<file path="src/rtl/aes_stream_ctrl_pkg.sv">
// aes_stream_pkg -- shared types and widths for the AES stream controller.
// Contents:
//   AES_BLK_W  AES block/key width in bits
//   AES_CNT_W  completed-block counter width
//   state_t    controller FSM state encoding (ERR exists only when
//              AES_STREAM_CTRL_WDT_EN is defined)
package aes_stream_pkg;

  localparam int unsigned AES_BLK_W = 128;
  localparam int unsigned AES_CNT_W = 16;

`ifdef AES_STREAM_CTRL_WDT_EN
  typedef enum logic [1:0] {
    IDLE,
    ISSUE,
    OUT,
    ERR
  } state_t;
`else
  typedef enum logic [1:0] {
    IDLE,
    ISSUE,
    OUT
  } state_t;
`endif

endpackage

</file>
<file path="src/rtl/aes_stream_ctrl_wdt.sv">
// aes_stream_wdt -- cycle counter that flags a request the core never answers.
// Ports:
//   clk      clock
//   rst      asynchronous active-high reset
//   run      high while a core request is outstanding; low clears the count
//   expired  high during the WDT_CYCLES-th consecutive run cycle
module aes_stream_wdt #(
  parameter int unsigned WDT_CYCLES = 4096
) (
  input  logic clk,
  input  logic rst,
  input  logic run,
  output logic expired
);

  logic [31:0] cnt;

  always_ff @(posedge clk or posedge rst) begin
    if (rst) begin
      cnt <= '0;
    end else if (run) begin
      cnt <= cnt + 32'd1;
    end else begin
      cnt <= '0;
    end
  end

  // cnt is 0 in the first run cycle, so this fires on the last allowed one.
  assign expired = run && (cnt == WDT_CYCLES - 1);

endmodule

</file>
<file path="src/rtl/aes_stream_ctrl.sv">
// aes_stream_ctrl -- moves blocks from a valid/ready input stream through an
// external AES core and out on a valid/ready result stream, one at a time.
// Ports:
//   clk, rst                clock, asynchronous active-high reset
//   s_valid/s_ready         input handshake (ready only when idle)
//   s_data, s_first         input block, message-start marker
//   s_key, s_enc_dec, s_mode  key / direction (1=enc) / mode (1=CBC),
//                           sampled only on message start
//   m_valid/m_ready         result handshake
//   m_data, m_first         result block, result-of-first-block flag
//   core_init/core_next     held request to the core until core_valid
//   core_enc_dec, core_mode, core_key, core_block_in   request payload
//   core_block_out, core_valid                          core response
//   busy, blk_cnt, err      status
// Optional: AES_STREAM_CTRL_WDT_EN adds a WDT_CYCLES watchdog on the ISSUE
//   state that aborts into a sticky ERR state until reset.
module aes_stream_ctrl
  import aes_stream_pkg::*;
#(
  parameter int unsigned WDT_CYCLES = 4096
) (
  input  logic                 clk,
  input  logic                 rst,
  input  logic                 s_valid,
  output logic                 s_ready,
  input  logic [AES_BLK_W-1:0] s_data,
  input  logic                 s_first,
  input  logic [AES_BLK_W-1:0] s_key,
  input  logic                 s_enc_dec,
  input  logic                 s_mode,
  output logic                 m_valid,
  input  logic                 m_ready,
  output logic [AES_BLK_W-1:0] m_data,
  output logic                 m_first,
  output logic                 core_init,
  output logic                 core_next,
  output logic                 core_enc_dec,
  output logic                 core_mode,
  output logic [AES_BLK_W-1:0] core_key,
  output logic [AES_BLK_W-1:0] core_block_in,
  input  logic [AES_BLK_W-1:0] core_block_out,
  input  logic                 core_valid,
  output logic                 busy,
  output logic [AES_CNT_W-1:0] blk_cnt,
  output logic                 err
);

  state_t state;
  logic   key_loaded;

  // Gated by rst so the upstream never sees ready while reset is held.
  assign s_ready = (state == IDLE) && !rst;
  assign busy    = (state != IDLE);

`ifdef AES_STREAM_CTRL_WDT_EN
  logic wdt_expired;

  aes_stream_wdt #(
    .WDT_CYCLES(WDT_CYCLES)
  ) u_wdt (
    .clk    (clk),
    .rst    (rst),
    .run    (state == ISSUE),
    .expired(wdt_expired)
  );
`else
  logic unused_wdt;
  assign unused_wdt = (WDT_CYCLES == 0);
  assign err        = 1'b0;
`endif

  always_ff @(posedge clk or posedge rst) begin
    if (rst) begin
      state         <= IDLE;
      key_loaded    <= 1'b0;
      core_init     <= 1'b0;
      core_next     <= 1'b0;
      m_valid       <= 1'b0;
      m_first       <= 1'b0;
      m_data        <= '0;
      core_block_in <= '0;
      core_key      <= '0;
      core_enc_dec  <= 1'b0;
      core_mode     <= 1'b0;
      blk_cnt       <= '0;
`ifdef AES_STREAM_CTRL_WDT_EN
      err           <= 1'b0;
`endif
    end else begin
      case (state)
        IDLE: begin
          if (s_valid) begin
            core_block_in <= s_data;
            state         <= ISSUE;
            // A fresh key schedule is needed on message start and after any
            // reset/abort; otherwise the core keeps chaining on its last key.
            if (s_first || !key_loaded) begin
              core_init    <= 1'b1;
              core_key     <= s_key;
              core_enc_dec <= s_enc_dec;
              core_mode    <= s_mode;
              blk_cnt      <= '0;
              key_loaded   <= 1'b1;
            end else begin
              core_next    <= 1'b1;
            end
          end
        end

        ISSUE: begin
          if (core_valid) begin
            m_data    <= core_block_out;
            m_first   <= core_init;
            m_valid   <= 1'b1;
            core_init <= 1'b0;
            core_next <= 1'b0;
            state     <= OUT;
          end
`ifdef AES_STREAM_CTRL_WDT_EN
          else if (wdt_expired) begin
            core_init  <= 1'b0;
            core_next  <= 1'b0;
            key_loaded <= 1'b0;
            err        <= 1'b1;
            state      <= ERR;
          end
`endif
        end

        OUT: begin
          if (m_ready) begin
            m_valid <= 1'b0;
            blk_cnt <= blk_cnt + 16'd1;
            state   <= IDLE;
          end
        end

`ifdef AES_STREAM_CTRL_WDT_EN
        ERR: begin
          state <= ERR;
        end
`endif

        default: begin
          state <= IDLE;
        end
      endcase
    end
  end

endmodule

</file>
<file path="config.mk">
export PLATFORM = sky130hd
export DESIGN_NAME = aes_stream_ctrl
export DESIGN_NICKNAME = d
export VERILOG_FILES = /design/src/rtl/aes_stream_ctrl_pkg.sv /design/src/rtl/aes_stream_ctrl_wdt.sv /design/src/rtl/aes_stream_ctrl.sv
export SDC_FILE = /design/constraint.sdc
export NUM_CORES = 1
export LEC_CHECK = 0
export BUFFER_PORTS_ARGS = -buffer_cell sky130_fd_sc_hd__buf_2
export CORE_AREA = 5 5 312 314
export DETAILED_ROUTE_END_ITERATION = 8
export DIE_AREA = 0 0 317 319
export SLEW_MARGIN = 20
export SYNTH_ARGS = -nofsm -noshare
export SYNTH_HDL_FRONTEND = slang
export SYNTH_SLANG_ARGS = --single-unit
</file>
<file path="constraint.sdc">
create_clock -name clk -period 17.35 [get_ports clk]
set_clock_uncertainty 0.15 [all_clocks]
set_input_delay 4.3375 -clock clk [delete_from_list [all_inputs] [get_ports clk]]
set_output_delay 4.3375 -clock clk [all_outputs]
set_load 0.05 [all_outputs]
</file>
==> impl_results.rst, run 1 <==
.. list-table::
   :header-rows: 1

   * - Metric
     - Value
   * - Run status
     - completed
   * - Req. time, crit path
     - 12.86 ns
   * - Global placer's final weighted congestion
     - 0.808
   * - Count of antenna-violating nets left after detailed routing
     - 0
   * - Rel. slew slack
     - 35.9%
   * - Slew of the pin with the lowest slew margin
     - 0.958 ns
   * - Number of buffers inserted by post-CTS setup repair
     - 0
   * - Detailed-route DRC error count
     - 0
   * - Synthesis warning total
     - 0
   * - Endpoint of the worst hold path
     - core_key[119]
   * - First drt pass iteration count
     - 4
   * - Kind of path behind the tightest hold check
     - flip-flop to flip-flop
   * - Area added between synthesis and finish
     - 43.8%
   * - H-Tree Level Count
     - 2
   * - Number of pins with negative max-slew slack in the final report
     - 0
   * - Io pins
     - 801
   * - Achievable clock frequency
     - 107 MHz
   * - Violation count after the first detailed-routing iteration
     - 364
   * - Final #Nets
     - 2136
   * - Unrepaired setup endpoints after global routing
     - no
   * - HPWL after detailed placement
     - 36.3 mm
   * - Initial antenna violation count
     - 3
   * - Maximum number of buffers from clock root to sink
     - 3
   * - Overall die width
     - 317 um
   * - Min Tclk post-route
     - 9.33 ns
   * - Flip-flop and latch count after synthesis
     - 409
   * - Hold Crit Depth
     - 1
   * - Quantity of I/O buffers inserted on ports
     - 799
   * - Endpoint class of the critical path
     - output port
   * - Remaining global-route overflow
     - 0
   * - Slack of the worst reg-to-reg path
     - 13.70 ns
   * - Filler instances
     - 10000
   * - Final Hold Fails
     - 0
   * - Number of buffers added to fix hold violations after cts
     - 0
   * - Number of enable flip-flop cells after synthesis
     - 0
   * - Synthesized area divided by synthesized cell count
     - 16.7 um2
   * - Arrival @ worst endpoint
     - 4.84 ns
   * - Endpoint of the lowest-slack register-to-register path
     - m_data[17]
   * - Launching element type of the critical path
     - input pin
   * - CTS buffer count
     - 48
   * - First-pass GRT wire length
     - 69.4 mm
   * - Detailed Route WL
     - 47.5 mm
   * - Worst Hold Launch
     - core_key[119]
   * - Critical Setup Path Class
     - input pin to output port
   * - Maximum fanout encountered on the critical timing path
     - 2
   * - Pin count of the biggest net entering global routing
     - 135
   * - Sequential area share after synthesis
     - 65.8%
   * - Reg2reg path depth
     - 4
   * - Area of the mapped netlist
     - 15500 um2
   * - Setup TNS Final
     - 0 ns
   * - Distinct cells, synth
     - 37
   * - Final clock period utilization by the worst path
     - 53.8%
   * - Num Clock Sinks
     - 409
   * - Placeable core area
     - 94300 um2
   * - Share of flip-flops with an asynchronous set or reset
     - 100%
   * - Post-cts repair resize count
     - 0
   * - Final number of setup-violating endpoints
     - 0
   * - Number of nets in the synthesized netlist
     - 1326
   * - Die Area
     - 101000 um2
   * - Clock slew seen by the registers of the worst setup and hold paths
     - 0.05 ns
   * - Vias per cell
     - 3.52
   * - Average routed wire per standard cell
     - 15.7 um
   * - Prevailing post-synth register cell
     - sky130_fd_sc_hd__dfrtp_1
   * - Clock insertion delay at the later pin of the skew report
     - 0.57 ns
   * - Synth Instances
     - 933
   * - Share of final-layout standard cells stronger than drive strength 1
     - 65.3%
   * - GRT Overall Usage
     - 8.81%
   * - Startpoint of the lowest-slack register-to-register path
     - state[1]
   * - Max_cap viols
     - 0
   * - Number of core rows
     - 113
   * - CTS tree
     - yes
   * - Clock root cell
     - sky130_fd_sc_hd__clkbuf_16
   * - Via count
     - 10700
   * - Initial standard-cell utilization of the core
     - 16.5%
   * - Die Height
     - 319 um
   * - Number of global-route vias before repair
     - 11400
[worst max-delay path, stage by stage]
cell                     delay, ns
sky130_fd_sc_hd__buf_2        0.14
sky130_fd_sc_hd__nor2_1       0.10
sky130_fd_sc_hd__buf_2        0.27
[metal layers]
metal / vias up / wire (um) / GRT usage, %
met4: 0 / 1330 / 2.93
li1: 4898 / - / -
met1: 5263 / 17200 / 9.43
met5: - / 0 / 0
met3: 79 / 4480 / 3.16
met2: 458 / 24500 / 16.0
[placed cells by master, fill, tap and decap left out, types with 3 or more instances in the layout]
cell,count
sky130_fd_sc_hd__buf_2,799
sky130_fd_sc_hd__buf_4,6
sky130_fd_sc_hd__clkbuf_1,11
sky130_fd_sc_hd__clkbuf_16,49
sky130_fd_sc_hd__clkbuf_8,9
sky130_fd_sc_hd__clkinv_2,4
sky130_fd_sc_hd__dfrtp_1,409
sky130_fd_sc_hd__inv_1,4
sky130_fd_sc_hd__mux2_1,120
sky130_fd_sc_hd__mux2_2,267
sky130_fd_sc_hd__nand2_1,8
sky130_fd_sc_hd__nand3_1,3
sky130_fd_sc_hd__nor2_1,21
sky130_fd_sc_hd__nor3_1,3
sky130_fd_sc_hd__nor3b_1,4
sky130_fd_sc_hd__o21ai_0,5
sky130_fd_sc_hd__xnor2_1,13
[synthesized netlist by cell type (2+ instances only)]
cell / instances / area (um2)
sky130_fd_sc_hd__dfrtp_1: 409 / 10200
sky130_fd_sc_hd__mux2_2: 267 / 3010
sky130_fd_sc_hd__mux2_1: 120 / 1350
sky130_fd_sc_hd__nor2_1: 21 / 78.8
sky130_fd_sc_hd__buf_2: 18 / 90.1
sky130_fd_sc_hd__buf_6: 15 / 169
sky130_fd_sc_hd__buf_4: 14 / 105
sky130_fd_sc_hd__xnor2_1: 13 / 114
sky130_fd_sc_hd__nand2_1: 8 / 30.0
sky130_fd_sc_hd__inv_1: 5 / 18.8
sky130_fd_sc_hd__o21ai_0: 5 / 25.0
sky130_fd_sc_hd__nor3b_1: 4 / 30.0
sky130_fd_sc_hd__nand3_1: 3 / 15.0
sky130_fd_sc_hd__nor3_1: 3 / 15.0
sky130_fd_sc_hd__a21oi_1: 2 / 10.0
sky130_fd_sc_hd__nand4_2: 2 / 25.0
sky130_fd_sc_hd__nor4_2: 2 / 25.0
sky130_fd_sc_hd__nor4b_2: 2 / 30.0
sky130_fd_sc_hd__or2_2: 2 / 12.5
[metrics by stage]
stage	setup slack (ns)	hold slack [ns]	util (%)	instances	cell area, um2
2_1_floorplan	1.48	0.315	-	933	15500
3_3_place_gp	8.02	0.311	22.1	2957	20900
3_5_place_dp	8.02	0.319	22.1	2957	20900
4_1_cts	8.01	0.332	23.7	3034	22300
5_1_grt	8.00	0.338	23.7	3037	22400
6_report	8.02	0.327	23.7	3037	22400
[layout make-up]
| cell class | count | area (um2) | area share, % |
|---|---|---|---|
| Inverter | 5 | 26.3 | 0.118 |
| Timing Repair Buffer | 808 | 4110 | 18.4 |
| Antenna cell | 2 | 5.00 | 0.0224 |
| Multi-Input combinational cell | 471 | 4930 | 22.1 |
| Tap cell | 1265 | 1580 | 7.08 |
| Sequential cell | 409 | 10200 | 45.8 |
| Clock inverter | 8 | 76.3 | 0.341 |
| Clock buffer | 69 | 1390 | 6.22 |
[cell families (layout without fill, tap and decap cells)]
| kind of cell | after synthesis | count (layout) | synth area share, % |
|---|---|---|---|
| AND/OR/NAND/NOR | 57 | 57 | 2.25 |
| other | 1 | 3 | 0.0241 |
| flip-flops | 409 | 409 | 65.8 |
| multiplexers | 387 | 387 | 28.0 |
| AO/OA/AOI/OAI | 12 | 12 | 0.555 |
| buffers and inverters | 53 | 890 | 2.49 |
| XOR/XNOR | 13 | 13 | 0.732 |
| adder cells (fa/ha/maj) | 1 | 1 | 0.0805 |
[how the worst max path moves through the flow]
| stage | start | endpoint | slack, ns | cells after the start |
|---|---|---|---|---|
| after floorplan | rst | blk_cnt[0] | 1.48 | 1 |
| after global placement | rst | s_ready | 8.02 | 3 |
| after detailed placement | rst | s_ready | 8.02 | 3 |
| after CTS | rst | s_ready | 8.01 | 3 |
| after global routing | rst | s_ready | 8.00 | 3 |
| final | rst | s_ready | 8.02 | 3 |
[registers in the layout (all words and copies together) (netlist names)]
signal / cells
blk_cnt: 16
key_loaded: 1
core_block_in: 128
core_key: 128
core_enc_dec: 1
core_init: 1
core_mode: 1
m_first: 1
m_valid: 1
state: 2
core_next: 1
m_data: 128
Power of run 1 is left out: the tool's default activity adds up to more than one toggle a clock period on the data nets, which glitch-free logic cannot reach.
==> run 2, diff against run 1 <==
==> constraint.sdc (replaced) <==
create_clock -name clk -period 9.68 [get_ports clk]
set_clock_uncertainty 0.15 [all_clocks]
set_input_delay 2.42 -clock clk [delete_from_list [all_inputs] [get_ports clk]]
set_output_delay 2.42 -clock clk [all_outputs]
set_load 0.05 [all_outputs]
==> run 2 against run 1 <==
  * Worst setup slack worse by 4.2 ns
  * Non-clock buffer count down 1
  * Register-to-register slack worse by 8.2 ns
  * Design area up 0.86%
  * First-iteration DRC count up 14%
  * Via count up 1.8%
  * Hold slack about the same
==> impl_results.rst, run 2 (synthesized netlist as in run 1, its figures left out) <==
.. list-table::
   :header-rows: 1

   * - Metric
     - Value
   * - Number of global-route vias before repair
     - 11900 (+4.3%)
   * - Slew of the pin with the lowest slew margin
     - 1.03 ns (+0.0686 ns)
   * - CTS tree
     - yes
   * - Run status
     - completed
   * - Violation count after the first detailed-routing iteration
     - 415 (+14%)
   * - HPWL after detailed placement
     - 43.1 mm (+19%)
   * - Vias per cell
     - 3.56 (+1.2%)
   * - Io pins
     - 801 (unchanged)
   * - First drt pass iteration count
     - 4 (unchanged)
   * - Post-cts repair resize count
     - 0 (unchanged)
   * - Arrival @ worst endpoint
     - 3.29 ns (-1.55 ns)
   * - Final #Nets
     - 2137 (+0.047%)
   * - Area added between synthesis and finish
     - 45.1%
   * - Number of pins with negative max-slew slack in the final report
     - 0 (unchanged)
   * - Detailed-route DRC error count
     - 0 (unchanged)
   * - Placeable core area
     - 94300 um2 (unchanged)
   * - Min Tclk post-route
     - 5.86 ns
   * - Cell with the most instances on the worst path
     - sky130_fd_sc_hd__buf_2
   * - Die Height
     - 319 um (unchanged)
   * - Number of buffers inserted by post-CTS setup repair
     - 0 (unchanged)
   * - Chain of cells forming the critical path
     - buf_2 -> nor2_1 -> buf_2
   * - Initial antenna violation count
     - 19 (+16)
   * - Post-layout util
     - 23.9% (+0.20 points)
   * - Via count
     - 10900 (+1.8%)
   * - Kind of path behind the tightest hold check
     - flip-flop to flip-flop
   * - Remaining global-route overflow
     - 0 (unchanged)
   * - Final number of setup-violating endpoints
     - 0 (unchanged)
   * - Die Area
     - 101000 um2 (unchanged)
   * - Max_cap viols
     - 0 (unchanged)
   * - Initial standard-cell utilization of the core
     - 16.5% (unchanged)
   * - Number of core rows
     - 113 (unchanged)
   * - Clock root cell
     - sky130_fd_sc_hd__clkbuf_16
   * - Setup TNS Final
     - 0 ns (unchanged)
   * - CTS buffer count
     - 50 (+4.2%)
   * - Cell type group with the largest total delay on the critical path
     - buffers and inverters
   * - GRT Overall Usage
     - 10.5% (+1.7 points)
   * - Global placer's final weighted congestion
     - 0.796 (-1.5%)
   * - Leading cell types in the layout, fill and taps excluded
     - 799 x sky130_fd_sc_hd__buf_2, 409 x sky130_fd_sc_hd__dfrtp_1, 267 x sky130_fd_sc_hd__mux2_2
   * - Final clock period utilization by the worst path
     - 60.5%
   * - Clock slew seen by the registers of the worst setup and hold paths
     - 0.06 ns (about the same)
   * - Critical path's largest stage delay
     - 0.35 ns (+0.08 ns)
   * - Endpoint class of the critical path
     - output port
   * - Maximum number of buffers from clock root to sink
     - 3 (unchanged)
   * - Number of buffers added to fix hold violations after cts
     - 0 (unchanged)
   * - Achievable clock frequency
     - 171 MHz
   * - Count of antenna-violating nets left after detailed routing
     - 0 (unchanged)
   * - First-pass GRT wire length
     - 79.4 mm (+14%)
   * - Overall die width
     - 317 um (unchanged)
   * - Final Hold Fails
     - 0 (unchanged)
   * - H-Tree Level Count
     - 2 (unchanged)
   * - Quantity of I/O buffers inserted on ports
     - 799 (unchanged)
   * - Average routed wire per standard cell
     - 18.2 um (+16%)
   * - Unrepaired setup endpoints after global routing
     - no
   * - Pin count of the biggest net entering global routing
     - 162 (+20%)
   * - Num Clock Sinks
     - 409 (unchanged)
   * - Most common cell after layout, fill and taps aside
     - sky130_fd_sc_hd__buf_2
   * - Launching element type of the critical path
     - input pin
   * - Detailed Route WL
     - 55.6 mm (+17%)
   * - Rel. slew slack
     - 31.6% (-4.4 points)
   * - Critical-path cell with the highest stage delay
     - sky130_fd_sc_hd__nor2_1
   * - Largest registers
     - core_block_in (128), core_key (128), m_data (128)
   * - Req. time, crit path
     - 7.11 ns (-5.75 ns)
   * - Critical Setup Path Class
     - input pin to output port
   * - Clock insertion delay at the later pin of the skew report
     - 0.60 ns (+0.03 ns)
   * - Worst Path Buf+Inv
     - 2 (unchanged)
   * - Share of final-layout standard cells stronger than drive strength 1
     - 65.7% (+0.40 points)
   * - Maximum fanout encountered on the critical timing path
     - 2 (unchanged)
[run 2: changes by cell type in the layout (fill, tap and decap cells not counted), sizes merged]
cell / previous run / this run
clkinv: 6 / 9
bufinv: 1 / 4
diode: 2 / 11
inv: 6 / 7
clkinvlp: 0 / 4
clkbuf: 69 / 68
buf: 808 / 807
[run 2: layer usage]
metal / share of wire (%) / GRT usage, % / up-vias
li1: - / - / 4919
met1: 37 / 11.7 / 5381
met2: 50 / 18.3 / 512
met3: 11 / 4.61 / 75
met4: 1.9 / 2.99 / 0
met5: 0 / 0 / -
[run 2: path summary, 6_finish.rpt]
| kind | start | end | slack [ns] | depth (start not counted) |
|---|---|---|---|---|
| hold reg to reg | core_key[52] | core_key[52] | 0.33 | 1 |
| hold / removal | core_key[52] | core_key[52] | 0.33 | 1 |
| min in group asynchronous | rst | m_valid | 1.87 | 2 |
| setup reg to reg | state[0] | core_key[116] | 5.53 | 5 |
| setup / recovery | rst | s_ready | 3.82 | 3 |
| max in group asynchronous | rst | core_block_in[45] | 6.15 | 3 |
[run 2: layout make-up]
cell class,count,area [um2]
multi-input combinational,471,4930
sequential,409,10200
inverter,5,22.5
clock buffer,68,1440
fill,10100,71800
clock inverter,19,225
antenna,11,27.5
timing repair buffer,807,4090
tap,1265,1580
[run 2: through the flow]
stage | setup WS, ns | std cells | instance area (um2) | hold WS, ns
after detailed placement | 3.58 | 2957 | 20900 | 0.319
final | 3.82 | 3055 | 22600 | 0.327
after global routing | 3.75 | 3050 | 22500 | 0.341
after global placement | 3.61 | 2957 | 20900 | 0.313
after CTS | 3.71 | 3044 | 22500 | 0.333
after floorplan | 1.60 | 933 | 15500 | 0.315
Power of run 2 is left out for the same reason.
==> run 3, diff against run 2 <==
--- a/config.mk
+++ b/config.mk
@@ -5,10 +5,11 @@
 export SDC_FILE = /design/constraint.sdc
 export NUM_CORES = 1
 export LEC_CHECK = 0
+export ABC_AREA = 1
 export BUFFER_PORTS_ARGS = -buffer_cell sky130_fd_sc_hd__buf_2
-export CORE_AREA = 5 5 312 314
+export CORE_AREA = 5 5 307 309
 export DETAILED_ROUTE_END_ITERATION = 8
-export DIE_AREA = 0 0 317 319
+export DIE_AREA = 0 0 312 314
 export SLEW_MARGIN = 20
 export SYNTH_ARGS = -nofsm -noshare
 export SYNTH_HDL_FRONTEND = slang
==> constraint.sdc (replaced) <==
create_clock -name clk -period 5.55 [get_ports clk]
set_clock_uncertainty 0.15 [all_clocks]
set_input_delay 1.3875 -clock clk [delete_from_list [all_inputs] [get_ports clk]]
set_output_delay 1.3875 -clock clk [all_outputs]
set_load 0.05 [all_outputs]
==> run 3 against run 2 <==
  * First-iteration DRC count is 140% higher
  * Count of clock-buffer cells in the layout is 4 higher
  * Design area is 1.7% higher
  * Global-route usage is 3.4 points higher
  * Critical endpoint unchanged
==> impl_results.rst, run 3 <==
.. list-table::
   :header-rows: 1

   * - Metric
     - Value
   * - Run status
     - completed
   * - Num Clock Sinks
     - 409 (unchanged)
   * - HPWL after detailed placement
     - 55.1 mm (+28%)
   * - Distinct cells, synth
     - 21 (-43%)
   * - Maximum number of buffers from clock root to sink
     - 3 (unchanged)
   * - Switching Power
     - 9.52 mW
   * - Endpoint class of the critical path
     - output port
   * - Rel. slew slack
     - 33.9% (+2.3 points)
   * - Vias per cell
     - 3.91 (+9.7%)
   * - Cell internal power dissipation
     - 8.14 mW
   * - GRT Overall Usage
     - 13.9% (+3.4 points)
   * - Number of buffers inserted by post-CTS setup repair
     - 0 (unchanged)
   * - Commonest cells in the synthesized netlist
     - 1081 x sky130_fd_sc_hd__nand2_1, 409 x sky130_fd_sc_hd__dfrtp_1, 143 x sky130_fd_sc_hd__nand3_1
   * - Share of flip-flops with an asynchronous set or reset
     - 100% (unchanged)
   * - Number of buffers added to fix hold violations after cts
     - 0 (unchanged)
   * - Dominant cells by area after synthesis
     - sky130_fd_sc_hd__dfrtp_1 64%, sky130_fd_sc_hd__nand2_1 25%, sky130_fd_sc_hd__nand3_1 4.5%
   * - Reg2reg path depth
     - 7 (+2)
   * - IR Drop Worst-Case VDD
     - 0.399 mV
   * - Unrepaired setup endpoints after global routing
     - no
   * - Setup TNS Final
     - 0 ns (unchanged)
   * - Pin count of the biggest net entering global routing
     - 142 (-12%)
   * - Prevailing post-synth register cell
     - sky130_fd_sc_hd__dfrtp_1
   * - Tot Pwr
     - 17.7 mW
   * - Sequential area share after synthesis
     - 64.3% (-1.5 points)
   * - Area post-placement
     - 21200 um2 (+1.4%)
   * - Number of enable flip-flop cells after synthesis
     - 0 (unchanged)
   * - Static Leak
     - 13.1 nW
   * - Leading cell types in the layout, fill and taps excluded
     - 1078 x sky130_fd_sc_hd__nand2_1, 799 x sky130_fd_sc_hd__buf_2, 409 x sky130_fd_sc_hd__dfrtp_1
   * - Post-cts repair resize count
     - 0 (unchanged)
   * - Count of antenna-violating nets left after detailed routing
     - 0 (unchanged)
   * - Req. time, crit path
     - 4.01 ns (-3.10 ns)
   * - Min Tclk post-route
     - 3.40 ns
   * - Area of the mapped netlist
     - 15900 um2 (+2.4%)
   * - Endpoint of the worst hold path
     - core_key[88]
   * - Most frequent cell after synthesis
     - sky130_fd_sc_hd__nand2_1
   * - Slew of the pin with the lowest slew margin
     - 0.991 ns (-0.0351 ns)
   * - Fraction of power spent switching nets
     - 53.9%
   * - Average routed wire per standard cell
     - 18.7 um (+2.5%)
   * - Startpoint of the lowest-slack register-to-register path
     - state[1]
   * - Arrival @ worst endpoint
     - 1.86 ns (-1.43 ns)
   * - Post-route setup slack
     - 2.15 ns (-1.67 ns)
   * - Final #Nets
     - 2986 (+40%)
   * - Area added between synthesis and finish
     - 44.1%
   * - Overall die width
     - 312 um (-1.6%)
   * - Gate power share
     - 51.6%
   * - Quantity of I/O buffers inserted on ports
     - 799 (unchanged)
   * - Detailed Route WL
     - 71.4 mm (+28%)
   * - Flip-flop and latch count after synthesis
     - 409 (unchanged)
   * - Detailed-route DRC error count
     - 0 (unchanged)
   * - Launching element type of the critical path
     - input pin
   * - Post-layout util
     - 25.2% (+1.3 points)
   * - Die Area
     - 98000 um2 (-3.1%)
   * - Clock insertion delay at the later pin of the skew report
     - 0.61 ns (about the same)
   * - Share of final-layout standard cells stronger than drive strength 1
     - 34.8% (-31 points)
   * - Post-Place Worst Slack
     - 2.05 ns (-1.53 ns)
   * - Synthesis warning total
     - 0 (unchanged)
   * - First-pass GRT wire length
     - 103 mm (+29%)
   * - Die Height
     - 314 um (-1.6%)
   * - Most common cell after layout, fill and taps aside
     - sky130_fd_sc_hd__nand2_1
   * - Via count
     - 15000 (+38%)
   * - Clock slew seen by the registers of the worst setup and hold paths
     - 0.06 ns (about the same)
   * - Worst setup startpoint
     - rst
   * - Max_cap viols
     - 0 (unchanged)
   * - Synthesized area divided by synthesized cell count
     - 8.74 um2 (-48%)
   * - Number of core rows
     - 111 (-1.8%)
   * - Maximum fanout encountered on the critical timing path
     - 2 (unchanged)
   * - Number of pins with negative max-slew slack in the final report
     - 0 (unchanged)
   * - Number of global-route vias before repair
     - 15100 (+26%)
   * - Post-route design area
     - 22900 um2 (+1.7%)
   * - H-Tree Level Count
     - 2 (unchanged)
   * - Remaining global-route overflow
     - 0 (unchanged)
   * - Achievable clock frequency
     - 294 MHz
   * - Initial standard-cell utilization of the core
     - 17.5% (+0.98 points)
   * - Top cell type by total area after synthesis
     - sky130_fd_sc_hd__dfrtp_1
   * - Final Hold Fails
     - 0 (unchanged)
   * - Filler instances
     - 9996 (-0.87%)
   * - CTS buffer count
     - 52 (+4.0%)
   * - Clock root cell
     - sky130_fd_sc_hd__clkbuf_16
   * - Io pins
     - 801 (unchanged)
   * - Final number of setup-violating endpoints
     - 0 (unchanged)
   * - Kind of path behind the tightest hold check
     - flip-flop to flip-flop
   * - Critical Setup Path Class
     - input pin to output port
   * - Number of nets in the synthesized netlist
     - 2214 (+67%)
   * - Worst Hold Launch
     - core_key[88]
   * - Part of the total power dissipated in sequential elements
     - 28.8%
   * - Placeable core area
     - 91100 um2 (-3.4%)
   * - Hold Crit Depth
     - 2 (+1)
   * - Global placer's final weighted congestion
     - 0.874 (+9.8%)
   * - Synth Instances
     - 1821 (+95%)
   * - Slack of the worst reg-to-reg path
     - 2.92 ns (-2.61 ns)
   * - CTS tree
     - yes
   * - Initial antenna violation count
     - 42 (+23)
   * - First drt pass iteration count
     - 7 (+3)
   * - Yosys top cell area share
     - 64.3% (-1.5 points)
   * - Endpoint of the lowest-slack register-to-register path
     - core_key[74]
   * - Final clock period utilization by the worst path
     - 61.2%
   * - Clk network pwr share
     - 19.6%
   * - Largest registers
     - core_block_in (128), core_key (128), m_data (128)
   * - Violation count after the first detailed-routing iteration
     - 986 (+140%)
   * - Power density relative to cell area
     - 770 nW/um2
run 3: cell count changes after synthesis, sizes merged, moves of 10 or more:
cell / before / now
xnor2: 13 / 0
clkbuf: 1 / 23
inv: 5 / 24
buf: 47 / 79
mux2: 387 / 0
nor2: 21 / 31
nand2: 8 / 1081
nand3: 3 / 143
run 3: kinds of logic (layout without fill, tap and decap cells):
logic type	after synthesis	count (layout)	share of synthesized area, %
compound gates	20	20	0.645
fa+ha+maj	1	1	0.0786
buf+inv	126	937	3.73
flops	409	409	64.3
other cells	1	13	0.0236
simple gates	1264	1264	31.2
run 3: stage by stage:
stage / hold slack [ns] / std cells
floorplan: 0.290 / 1821
global placement: 0.298 / 3725
detailed placement: 0.303 / 3725
CTS: 0.317 / 3818
global route: 0.331 / 3827
finish: 0.314 / 3830
run 3: layout make-up:
type / instances / area (um2) / area share, %
diodes: 12 / 30.0 / 0.131
clock buffers: 72 / 1500 / 6.53
clock inverters: 21 / 248 / 1.08
inverters: 24 / 98.8 / 0.431
multi-input cells: 1286 / 5110 / 22.3
flip-flops and latches: 409 / 10200 / 44.6
well taps: 1186 / 1480 / 6.47
repair buffers: 820 / 4230 / 18.5
run 3: worst max path at each step:
stage / depth (start not counted) / slack (ns) / end
global route: 3 / 2.12 / s_ready
detailed placement: 5 / 2.05 / core_init
floorplan: 1 / -1.50 / blk_cnt[0]
finish: 3 / 2.15 / s_ready
global placement: 5 / 1.98 / core_init
CTS: 3 / 2.15 / s_ready
run 3: worst max-delay path, cell delays in order:
cell                     delay [ns]
sky130_fd_sc_hd__buf_2         0.12
sky130_fd_sc_hd__nor2_1        0.09
sky130_fd_sc_hd__buf_2         0.26
run 3: power by group through the flow:
| stage | logic (mW) | registers, mW | clock network [mW] |
|---|---|---|---|
| detailed placement | 9.27 | 5.10 | 0 |
| CTS | 9.27 | 5.09 | 3.61 |
| floorplan | 1.86 | 9.80 | 0 |
| finish | 9.12 | 5.08 | 3.46 |
| global route | 9.74 | 5.25 | 3.71 |
| global placement | 9.21 | 5.09 | 0 |
run 3: metal layers:
metal	vias up	wire length (um)	global-route usage [%]	part of all wire (%)
met5	-	70	0	0.098
met4	10	2000	5.21	2.8
met3	139	8460	6.96	12
met2	642	34600	23.3	48
met1	7028	26300	15.2	37
li1	7157	-	-	-
Note: power is estimated with default switching activity, not from simulation.
